--- src/rtl/hdmi_packet_pkg.sv ---
// Shared constants for HDMI data-island packet serialization: BCH polynomial,
// packet geometry and the bit layout of the 9-bit packet_data word.
package hdmi_packet_pkg;

    localparam logic [7:0] BCH_POLY      = 8'h83;
    localparam int         PACKET_PIXELS = 32;
    localparam int         HEADER_BITS   = 24;
    localparam int         SUB_BITS      = 56;
    localparam int         NUM_SUBS      = 4;

    // Pixels that carry payload before the parity bits take over
    localparam int HEADER_DATA_PIXELS = HEADER_BITS;
    localparam int SUB_DATA_PIXELS    = SUB_BITS / 2;

    // packet_data = {ch2[3:0], ch1[3:0], ch0_bit2}
    localparam int PD_CH0_BIT = 0;
    localparam int PD_CH1_LSB = 1;
    localparam int PD_CH2_LSB = 5;
    localparam int PD_WIDTH   = 9;

endpackage

--- src/rtl/bch_ecc_step.sv ---
// Combinational BCH parity update for 1 or 2 data bits per call; bit 0 of
// data is folded in first.
module bch_ecc_step
    import hdmi_packet_pkg::*;
#(
    parameter int BITS_PER_STEP = 1
)
(
    input  logic [7:0]               ecc,
    input  logic [BITS_PER_STEP-1:0] data,
    output logic [7:0]               ecc_next
);

    always_comb begin
        ecc_next = ecc;
        for (int b = 0; b < BITS_PER_STEP; b++) begin
            ecc_next = (ecc_next >> 1) ^ ((data[b] ^ ecc_next[0]) ? BCH_POLY : 8'h00);
        end
    end

endmodule

--- src/rtl/packet_ecc_serializer.sv ---
// Serializes header + four subpackets into 32 data-island pixels, appending
// serially computed BCH parity; owns the packet pixel counter and packet_enable.
module packet_ecc_serializer
    import hdmi_packet_pkg::*;
(
    input  logic                               clk_pixel,
    input  logic                               reset_n,
    input  logic                               data_island_period,
    input  logic [HEADER_BITS-1:0]             header,
    input  logic [NUM_SUBS-1:0][SUB_BITS-1:0]  sub,
    output logic                               packet_enable,
    output logic [4:0]                         packet_pixel_counter,
    output logic [PD_WIDTH-1:0]                packet_data
);

    logic [4:0]                         cnt;
    logic [HEADER_BITS-1:0]             hdr_shadow;
    logic [NUM_SUBS-1:0][SUB_BITS-1:0]  sub_shadow;
    logic [7:0]                         ecc_h;
    logic [NUM_SUBS-1:0][7:0]           ecc_s;

    logic                               first;
    logic [31:0]                        hdr_ext;
    logic                               hdr_bit;
    logic [7:0]                         ecc_h_cur;
    logic [7:0]                         ecc_h_step;
    logic [NUM_SUBS-1:0][63:0]          sub_ext;
    logic [NUM_SUBS-1:0][1:0]           sub_bits;
    logic [NUM_SUBS-1:0][7:0]           ecc_s_cur;
    logic [NUM_SUBS-1:0][7:0]           ecc_s_step;
    logic [PD_WIDTH-1:0]                pix;

    assign first                = (cnt == 5'd0);
    assign packet_enable        = data_island_period && (cnt == 5'd31);
    assign packet_pixel_counter = cnt;

    // Pixel 0 consumes the live inputs and a zero parity seed so a packet
    // chosen on the previous edge is serialized without an extra cycle.
    assign hdr_ext   = {8'd0, (first ? header : hdr_shadow)};
    assign hdr_bit   = hdr_ext[cnt];
    assign ecc_h_cur = first ? 8'h00 : ecc_h;

    bch_ecc_step #(.BITS_PER_STEP(1)) u_hdr_ecc (
        .ecc      (ecc_h_cur),
        .data     (hdr_bit),
        .ecc_next (ecc_h_step)
    );

    for (genvar i = 0; i < NUM_SUBS; i++) begin : g_sub
        assign sub_ext[i]   = {8'd0, (first ? sub[i] : sub_shadow[i])};
        assign sub_bits[i]  = sub_ext[i][{cnt, 1'b0} +: 2];
        assign ecc_s_cur[i] = first ? 8'h00 : ecc_s[i];

        bch_ecc_step #(.BITS_PER_STEP(2)) u_sub_ecc (
            .ecc      (ecc_s_cur[i]),
            .data     (sub_bits[i]),
            .ecc_next (ecc_s_step[i])
        );
    end

    always_comb begin
        pix = '0;
        pix[PD_CH0_BIT] = (cnt < 5'(HEADER_DATA_PIXELS)) ? hdr_bit : ecc_h[cnt[2:0]];
        for (int i = 0; i < NUM_SUBS; i++) begin
            if (cnt < 5'(SUB_DATA_PIXELS)) begin
                pix[PD_CH1_LSB + i] = sub_bits[i][0];
                pix[PD_CH2_LSB + i] = sub_bits[i][1];
            end else begin
                pix[PD_CH1_LSB + i] = ecc_s[i][{cnt[1:0], 1'b0}];
                pix[PD_CH2_LSB + i] = ecc_s[i][{cnt[1:0], 1'b1}];
            end
        end
    end

    always_ff @(posedge clk_pixel or negedge reset_n) begin
        if (!reset_n) begin
            cnt         <= '0;
            hdr_shadow  <= '0;
            sub_shadow  <= '0;
            ecc_h       <= '0;
            ecc_s       <= '0;
            packet_data <= '0;
        end else if (!data_island_period) begin
            // Leaving the island aborts any partial packet
            cnt         <= '0;
            ecc_h       <= '0;
            ecc_s       <= '0;
            packet_data <= '0;
        end else begin
            cnt         <= cnt + 5'd1;
            packet_data <= pix;
            if (first) begin
                hdr_shadow <= header;
                sub_shadow <= sub;
            end
            if (cnt < 5'(HEADER_DATA_PIXELS)) ecc_h <= ecc_h_step;
            for (int i = 0; i < NUM_SUBS; i++) begin
                if (cnt < 5'(SUB_DATA_PIXELS)) ecc_s[i] <= ecc_s_step[i];
            end
        end
    end

endmodule

--- config.mk ---
export PLATFORM = sky130hd
export DESIGN_NAME = packet_ecc_serializer
export DESIGN_NICKNAME = d
export VERILOG_FILES = /design/src/rtl/hdmi_packet_pkg.sv /design/src/rtl/bch_ecc_step.sv /design/src/rtl/packet_ecc_serializer.sv
export SDC_FILE = /design/constraint.sdc
export NUM_CORES = 1
export LEC_CHECK = 0
export CORE_MARGIN = 1.5
export CORE_UTILIZATION = 54
export DETAILED_ROUTE_END_ITERATION = 6
export PLACE_DENSITY_LB_ADDON = 0.25
export SETUP_SLACK_MARGIN = 0.02
export SLEW_MARGIN = 40
export SYNTH_ARGS = -nofsm -noshare
export SYNTH_HDL_FRONTEND = slang
export SYNTH_SLANG_ARGS = --single-unit
--- constraint.sdc ---
create_clock -name clk_pixel -period 5.2 [get_ports clk_pixel]
set_input_delay 0.52 -clock clk_pixel [delete_from_list [all_inputs] [get_ports clk_pixel]]
set_output_delay 0.52 -clock clk_pixel [all_outputs]
set_load 0.01 [all_outputs]
; Word-level counts from Yosys, hierarchy flattened
; Cells that the tools add are included.
[classes]
n_reduce_logical = 3
shift = 4
bitwise_logic = 18
n_addsub = 1
magnitude_cmp = 6
n_eq_ne = 3
n_mux = 57
[op_table]
columns = cell, n
row1 = indexed part select 64 x 7 -> 2 bit, 4
row2 = two-way mux 56 bit, 4
row3 = two-way mux 8 bit, 20
row4 = bitwise XOR 7 x 8 -> 8 bit, 9
row5 = two-way mux 32 bit, 1
row6 = two-way mux 24 bit, 1
row7 = two-way mux 1 bit, 19
row8 = binary-select mux 1 bit (select 2 bit), 8
row9 = "less-than comparator 3 x 4 -> 1 bit, second input constant", 3
row10 = "less-than comparator 5 bit, second input constant", 2
row11 = two-way mux 9 bit, 1
row12 = bitwise XOR 1 bit, 9
row13 = "less-than comparator 5 x 6 -> 1 bit, second input constant", 1
row14 = "adder 5 x 1 -> 5 bit, second input constant", 1
row15 = binary-select mux 1 bit (select 5 bit), 1
row16 = "equality test 5 bit, second input constant", 1
row17 = logical NOT 5 bit, 1
row18 = two-way mux 5 bit, 1
row19 = "!= test 2 x 1 -> 1 bit, second input constant", 2
row20 = binary-select mux 1 bit (select 3 bit), 1
row21 = AND reduction 2 bit, 1
row22 = logical AND 1 bit, 1
[word_totals]
input_bits = 251
reg_bits = 302
word_cells = 104

; Logic depth before layout (Yosys ltp)
; Gate-level depths: netlist of run 1.
[logic_depth]
depth_word = 11
mapped_depth = 18

; Cells and area by module
; From an unflattened synthesis of run 1, not the netlist that was laid out.
[unflattened]
hier_cells = 1608
hier_area_um2 = 16517.1
[modules_own_cells]
columns = mod, cells_each, n_inst, area_per_inst_um2
row1 = packet_ecc_serializer, 1560, 1, 16022.9
row2 = bch_ecc_step (g_sub[0].u_sub_ecc ...), 10, 4, 100.1
row3 = bch_ecc_step (u_hdr_ecc), 8, 1, 93.8

; Least setup slack after synthesis of run 1
; OpenSTA, ideal clock, no wires.
[synth_timing]
path_kind = register to register
startpoint = reg cnt[0] (netlist: packet_pixel_counter[0])
endpoint = reg ecc_h[0]
stages_incl_launch_ff = 16
path_buffers = 6
period_less_slack_ns = 3.752
setup_slack_ns = 1.448
required_ns = 5.117
t_arrival_ns = 3.669
path_cell_list = dfrtp_1 clkbuf_1 inv_2 ha_1 or4b_1 buf_2 buf_6 buf_4 buf_4 buf_2 mux2i_1 a221oi_1 a31oi_1 o31ai_1 mux2_2 a31oi_1
[synth_via]
elab_chain_cells = 9
word_cells_on_any_way = 12
[synth_lines]
columns = item, line
row1 = from (decl), packet_ecc_serializer.sv:16  ; logic [4:0] cnt;
row2 = from (signal assigned), packet_ecc_serializer.sv:90  ; cnt <= cnt + 5'd1;
row3 = logical NOT 5 bit, packet_ecc_serializer.sv:33  ; assign first = (cnt == 5'd0);
row4 = two-way mux 24 bit, --
row5 = binary-select mux 1 bit (select 5 bit), packet_ecc_serializer.sv:40  ; assign hdr_bit = hdr_ext[cnt];
row6 = two-way mux 1 bit (implied by the code), packet_ecc_serializer.sv:40
row7 = bitwise XOR 1 bit, bch_ecc_step.sv:17  ; ecc_next = (ecc_next >> 1) ^ ((data[b] ^ ecc_next[0]) ? BCH_POLY : 8'h00);
row8 = two-way mux 8 bit, bch_ecc_step.sv:17
row9 = bitwise XOR 7 x 8 -> 8 bit, bch_ecc_step.sv:17
row10 = two-way mux 8 bit, packet_ecc_serializer.sv:96  ; if (cnt < 5'(HEADER_DATA_PIXELS)) ecc_h <= ecc_h_step;
row11 = two-way mux 8 bit, packet_ecc_serializer.sv:83  ; end else if (!data_island_period) begin
row12 = to (signal assigned), packet_ecc_serializer.sv:96
row13 = to (decl), packet_ecc_serializer.sv:19  ; logic [7:0] ecc_h;
; Parallel ways exist; a longest one is shown, timed or not. The select of a mux whose other input is x is not followed.
; A chain may end at the register's enable or synchronous reset.

; Final worst setup path of run 1
[layout_timing]
startpoint = reg cnt[0] (netlist: packet_pixel_counter[0])
endpoint = reg ecc_s[1] (netlist name)
[layout_via]
elab_chain_cells = 11
word_cells_on_any_way = 14
[layout_lines]
columns = item, line
row1 = logical NOT 5 bit, packet_ecc_serializer.sv:33
row2 = two-way mux 56 bit, packet_ecc_serializer.sv:50  ; assign sub_ext[i] = {8'd0, (first ? sub[i] : sub_shadow[i])};
row3 = indexed part select 64 x 7 -> 2 bit, packet_ecc_serializer.sv:51  ; assign sub_bits[i] = sub_ext[i][{cnt, 1'b0} +: 2];
row4 = bitwise XOR 1 bit, bch_ecc_step.sv:17
row5 = two-way mux 8 bit, bch_ecc_step.sv:17
row6 = bitwise XOR 7 x 8 -> 8 bit, bch_ecc_step.sv:17
row7 = bitwise XOR 1 bit, bch_ecc_step.sv:17
row8 = two-way mux 8 bit, bch_ecc_step.sv:17
row9 = bitwise XOR 7 x 8 -> 8 bit, bch_ecc_step.sv:17
row10 = two-way mux 8 bit, packet_ecc_serializer.sv:98  ; if (cnt < 5'(SUB_DATA_PIXELS)) ecc_s[i] <= ecc_s_step[i];
row11 = two-way mux 32 bit, packet_ecc_serializer.sv:83
row12 = "to (signal, indexed assignment)", packet_ecc_serializer.sv:98
row13 = to (decl), packet_ecc_serializer.sv:20  ; logic [NUM_SUBS-1:0][7:0] ecc_s;
; Parallel ways exist; a longest one is shown, timed or not. The select of a mux whose other input is x is not followed.

==> flow_metrics.tcl, run 1 <==
set metrics [dict create \
    finalMaxSlewViolations 0 \
    clock-sinks 302 \
    ys_seq_area_share_pct 47.17 \
    crit_arrival_ps 4740 \
    worst_clock_skew_ps 13.62 \
    leakage_nw 8.355 \
    slowest_delay_ps 800 \
    timing.final.crit_share_pct 83.65 \
    ys_types 69 \
    numCtsBuffers 34 \
    critical_path_class "flop to flop" \
    register_area_um2 7564 \
    clockBufferDepth 3 \
    worst_setup_path_end_kind "flop" \
    drc 0 \
    path_clk_slew_ps 60 \
    track_usage_pct 30.15 \
    cp_top_family "compound AO/OA/AOI/OAI gates" \
    cts_tree "built" \
    fin_cells 2027 \
    multi_input_comb_area_um2 8014 \
    slew_headroom_pct 41.63 \
    first_iter_violations 1232 \
    root_buffer "clkbuf_16" \
    clkLatencyLatePin_ps 510 \
    synth_area_leaders "dfrtp_1 47%, mux2_2 18%, mux4_2 6.7%, nand2_1 5.6%, mux2i_1 4.0%" \
    mostFrequentLayoutCells "299 x dfrtp_1, 264 x clkdlybuf4s50_1, 251 x mux2_2" \
    synthCells 1397 \
    final_common_cell "dfrtp_1" \
    hpwlAfterDp_mm 30.91 \
    cp_max_fo 49 \
    cp.required_ps 5590 \
    die_w_um 175.3 \
    synth_edf_count 0 \
    postLayoutCellArea_um2 20230 \
    power.density_nw_per_um2 384.6 \
    vias_per_cell 6.228 \
    die_h_um 175.3 \
    cp.depth 12 \
    layout.nets 1875 \
    grt_pass1_vias 13000 \
    ys_ff_latch 302 \
    port_buffers 265 \
    final.min_clock_period_ps 4350 \
    fin_tns_setup_ps 0 \
    wirelength_mm 45.76 \
    worstSetupStartpointType "flop" \
    setup_viol 0 \
    outcome "complete, no violations" \
    yosys.area.top_type_share_pct 47.17 \
    ant_nets 0 \
    max_freq_mhz 229.9 \
    gp_congestion 0.8224 \
    die_area_um2 30710 \
    fill_cells 2068 \
    start_util_pct 55.37 \
    hp-class "input pin to async pin" \
    post_cts_buffers 0 \
    layout-drive-gt1-share_pct 24.48 \
    synth.avg_cell_area_um2 11.47 \
    ys_async_sr_fraction_pct 100.0 \
    wl_per_cell_um 22.58 \
    worst_slew_pin_slew_ps 875.6 \
    core_area_um2 28940 \
    routed-via-count 12630 \
    r2r_setup_slack_ps 850 \
    synth_nets 1651 \
    path_cells "inv_2 -> ha_1 -> or4b_4 -> buf_12 -> mux2i_1 -> o22ai_1 -> nor4_1 -> o311ai_0 -> o211ai_1 -> xnor2_1 -> xnor3_1 -> a32o_1" \
    vdd_drop_max_mv 0.2576 \
    io_pins 266 \
    critPathBufInv 2 \
    finalPower_mw 7.780 \
    grt_pass1_wl_mm 71.96 \
    rows 62 \
    yosys.area.top_type "dfrtp_1" \
    syn2layout_area_growth_pct 26.28 \
    finalHoldViolCount 0 \
    worstReg2RegStart "packet_pixel_counter[0]$_DFF_PN0_" \
    ys_warn_count 0 \
    drt_first_pass_iters 5 \
    rsz0062_at_grt "false" \
    slowest_stage "or4b_4" \
    grt_overflow_total 0 \
    netlist_area_um2 16020 \
    rr_worst_depth 12 \
    post_cts_resized 0 \
    cap_violations 0 \
    grt_max_degree 101 \
    startpoint "packet_pixel_counter[0]$_DFF_PN0_" \
    h-tree-depth 2 \
    synth_ff_type "dfrtp_1" \
    placed_cells 1968 \
    grt_antenna_before_repair 5 \
    placed_area_um2 19100 \
]
-- worst paths after layout --
kind,endpoint
max,ecc_s[1]$_DFFE_PN0P_
min,sub_shadow[180]$_DFFE_PN0P_
max reg2reg,ecc_s[1]$_DFFE_PN0P_
min reg2reg,sub_shadow[18]$_DFFE_PN0P_
max in group asynchronous,sub_shadow[9]$_DFFE_PN0P_
min in group clk_pixel,sub_shadow[18]$_DFFE_PN0P_
-- registers in the layout, indices dropped and copies added (netlist names) --
signal and count:
hdr_shadow 24, ecc_s 32, sub_shadow 224, ecc_h 8, packet_pixel_counter 5, packet_data 9
-- report_power, final --
group	internal, mW	switching (mW)	leakage [nW]
sequential	2.91	0.329	3.62
clock	1.47	0.952	0.552
combinational	1.16	0.960	4.18
-- metal layers --
metal / GRT usage (%) / vias up / routed length (um)
met5: 0 / - / 39
met3: 7.100 / 119 / 3895
li1: - / 5534 / -
met2: 49.54 / 545 / 22280
met1: 39.24 / 6421 / 18000
met4: 10.86 / 6 / 1538
-- worst reg2reg max path, delay by kind of cell (launching register included) --
| kind | cells | cell delay (ps) |
|---|---|---|
| AND/OR/NAND/NOR | 2 | 910 |
| multiplexers | 1 | 150 |
| flip-flops | 1 | 470 |
| buffers and inverters | 2 | 630 |
| adder cells (fa/ha/maj) | 1 | 250 |
| AO/OA/AOI/OAI | 4 | 1230 |
| XOR/XNOR | 2 | 590 |
-- cells in the mapped netlist (9+ instances only) --
master	number
a22o_1	16
a31oi_1	24
mux2i_1	64
mux2_2	251
dfrtp_1	302
clkbuf_1	67
nand4_1	9
xnor2_1	21
nand2_1	238
o211ai_1	12
o21ai_0	49
nand3_1	57
nor4_1	10
buf_2	11
nor2_1	23
a21oi_1	37
mux4_2	48
buf_1	21
a221oi_1	10
-- kinds of logic after synthesis --
logic type | share of synthesized area, %
muxes | 28.46
xor gates and xnor gates | 2.015
buffers and inverters | 3.108
and+or+nand+nor | 10.21
adders and majority gates | 0.2343
DFF | 47.17
AOI/OAI and AO/OA | 8.809
-- final cells by class --
class                      instances  area share [%]
multi-input combinational        982           39.61
sequential                       302           37.38
timing repair buffer             297           15.02
clock buffer                      51           5.133
tap                              384           2.375
clock inverter                     6          0.3958
inverter                           4         0.07421
antenna                            1         0.01237
-- stage by stage --
step / hold WS, ps / util, % / worst slack (ps)
6_report: 480.3 / 69.92 / 850.2
5_1_grt: 511.6 / 69.92 / 656.8
3_3_place_gp: 480.3 / 65.59 / 1040
3_5_place_dp: 432.9 / 66.01 / 953.0
2_1_floorplan: 224.4 / - / 1448
4_1_cts: 491.3 / 69.91 / 918.2
-- repair_timing --
item | CTS | global route
endpoints found under the hold margin | 41 | 0
setup endpoints to repair | 0 | 0
hold buffers | 1 | 0
No activity file was read; power rests on OpenSTA's default activity.
==> run 2, diff against run 1 <==
==> constraint.sdc (replaced) <==
create_clock -name clk_pixel -period 4.1 [get_ports clk_pixel]
set_input_delay 0.41 -clock clk_pixel [delete_from_list [all_inputs] [get_ports clk_pixel]]
set_output_delay 0.41 -clock clk_pixel [all_outputs]
set_load 0.01 [all_outputs]
==> run 2 against run 1 <==
Clock skew increased by 5.7 ps. Worst setup slack got worse by 570 ps. Count of clock-buffer cells in the layout is 1 higher. Register-to-register slack lost 570 ps. Via count fell by 0.11%. Global-route usage down 0.15 points. Final area rose by 0.48%. Routed wire length is 0.87% lower. Highest routed layer unchanged.
==> flow_metrics.tcl, run 2 (synthesized netlist as in run 1, its figures left out) <==
set metrics [dict create \
    cap_violations 0 \
    slew_headroom_pct 45.95 \
    drt_first_pass_iters 5 \
    layout.nets 1887 \
    crit_arrival_ps 4220 \
    routed-via-count 12610 \
    io_pins 266 \
    grt_antenna_before_repair 6 \
    placed_area_um2 19160 \
    wl_per_cell_um 22.19 \
    grt_pass1_vias 13080 \
    post_cts_buffers 0 \
    rsz0062_at_grt "false" \
    pwr-share-seq_pct 41.2 \
    worstSetupStartpointType "flop" \
    setup_viol 0 \
    clock-sinks 302 \
    p_int_mw 7.103 \
    critical_path_class "flop to flop" \
    root_buffer "clkbuf_16" \
    timing.final.crit_share_pct 93.25 \
    clockBufferDepth 3 \
    first_iter_violations 1013 \
    fin_ws_ps 276.6 \
    die_w_um 175.3 \
    dpl_worst_slack_ps 279.3 \
    clockPowerShare_pct 31.4 \
    finalHoldViolCount 0 \
    leakage_nw 8.412 \
    cts_tree "built" \
    worst_setup_path_end_kind "flop" \
    vias_per_cell 6.170 \
    syn2layout_area_growth_pct 26.88 \
    numCtsBuffers 34 \
    finalMaxSlewViolations 0 \
    ant_nets 0 \
    mostFrequentLayoutCells "299 x dfrtp_1, 264 x clkdlybuf4s50_1, 251 x mux2_2" \
    hp-class "input pin to async pin" \
    final.min_clock_period_ps 3823 \
    worst_clock_skew_ps 19.29 \
    switching_share_pct 28.52 \
    cp.required_ps 4500 \
    postLayoutCellArea_um2 20330 \
    worst_slew_pin_slew_ps 808.9 \
    layout-drive-gt1-share_pct 24.86 \
    largest_reg_flops 224 \
    p_sw_mw 2.833 \
    grt_overflow_total 0 \
    start_util_pct 55.37 \
    largest-register "sub_shadow" \
    die_h_um 175.3 \
    wirelength_mm 45.36 \
    port_buffers 265 \
    final_common_cell "dfrtp_1" \
    grt_pass1_wl_mm 71.75 \
    cp_max_fo 52 \
    track_usage_pct 30.00 \
    fin_tns_setup_ps 0 \
    fill_cells 2043 \
    die_area_um2 30710 \
    combPwrFrac_pct 27.3 \
    reg.largest.list "sub_shadow: 224 flops, ecc_s: 32 flops, hdr_shadow: 24 flops" \
    vdd_drop_max_mv 0.3257 \
    power.density_nw_per_um2 488.8 \
    outcome "complete, no violations" \
    gp_congestion 0.8209 \
    max_freq_mhz 261.5 \
    register_area_um2 7564 \
    multi_input_comb_area_um2 8004 \
    hpwlAfterDp_mm 30.97 \
    drc 0 \
    grt_max_degree 108 \
    clkLatencyLatePin_ps 510 \
    rows 62 \
    h-tree-depth 2 \
    core_area_um2 28940 \
    path_clk_slew_ps 60 \
]
-- run 2: worst max-delay path: stages, from the launching register on --
cell      delay, ps
dfrtp_4         470
inv_2            60
ha_1            180
or4b_4          600
buf_12          250
mux2i_1         150
o22ai_1         170
nor4_1          100
o311ai_0        510
o211ai_1        340
xnor2_1         340
xnor3_1         260
a32o_1          260
-- run 2: power groups by stage --
stage	Sequential (mW)	Clock, mW	Combinational [mW]
finish	4.10	3.12	2.72
global route	4.17	3.29	2.94
CTS	4.08	3.16	2.72
detailed placement	4.12	0	2.70
global placement	4.08	0	2.61
floorplan	4.00	0	1.88
-- run 2: final timing paths --
check | from | to | slack (ps) | cells past startpoint
min | reset_n | sub_shadow[197]$_DFFE_PN0P_ | 400 | 2
max in group asynchronous | reset_n | packet_pixel_counter[0]$_DFF_PN0_ | 2580 | 4
min in group clk_pixel | sub_shadow[173]$_DFFE_PN0P_ | sub_shadow[173]$_DFFE_PN0P_ | 500 | 1
max | packet_pixel_counter[0]$_DFF_PN0_ | ecc_s[1]$_DFFE_PN0P_ | 280 | 12
min reg2reg | sub_shadow[173]$_DFFE_PN0P_ | sub_shadow[173]$_DFFE_PN0P_ | 500 | 1
max reg2reg | packet_pixel_counter[0]$_DFF_PN0_ | ecc_s[1]$_DFFE_PN0P_ | 280 | 12
-- run 2: cell type report --
type / instances / area share, %
clock buffer: 52 / 4.918
timing repair buffer: 309 / 15.32
antenna: 3 / 0.03693
inverter: 4 / 0.07386
multi-input combinational: 982 / 39.37
sequential: 302 / 37.21
clock inverter: 8 / 0.7078
tap: 384 / 2.364
-- run 2: metal layers --
| metal | up-vias | GRT usage (%) | wire (um) |
|---|---|---|---|
| li1 | 5581 | - | - |
| met1 | 6390 | 39.52 | 18460 |
| met2 | 548 | 50.00 | 22200 |
| met3 | 88 | 5.671 | 3420 |
| met4 | 4 | 10.33 | 1255 |
| met5 | - | 0 | 27 |
-- run 2: stage by stage --
| step | cells | util, % | power [mW] | hold slack [ps] |
|---|---|---|---|---|
| after detailed placement | 1980 | 66.23 | 6.822 | 340.3 |
| after floorplan | 1397 | - | 5.876 | 114.4 |
| after global routing | 2044 | 70.25 | 10.41 | 432.4 |
| after CTS | 2041 | 70.22 | 9.959 | 417.9 |
| final | 2044 | 70.25 | 9.936 | 403.2 |
| after global placement | 1979 | 66.13 | 6.685 | 480.2 |
-- run 2: repair_timing --
item	4_1_cts	5_1_grt
hold buffers	1	0
gates resized for setup	0	1
endpoints found under the hold margin	43	0
setup endpoints to repair	0	1
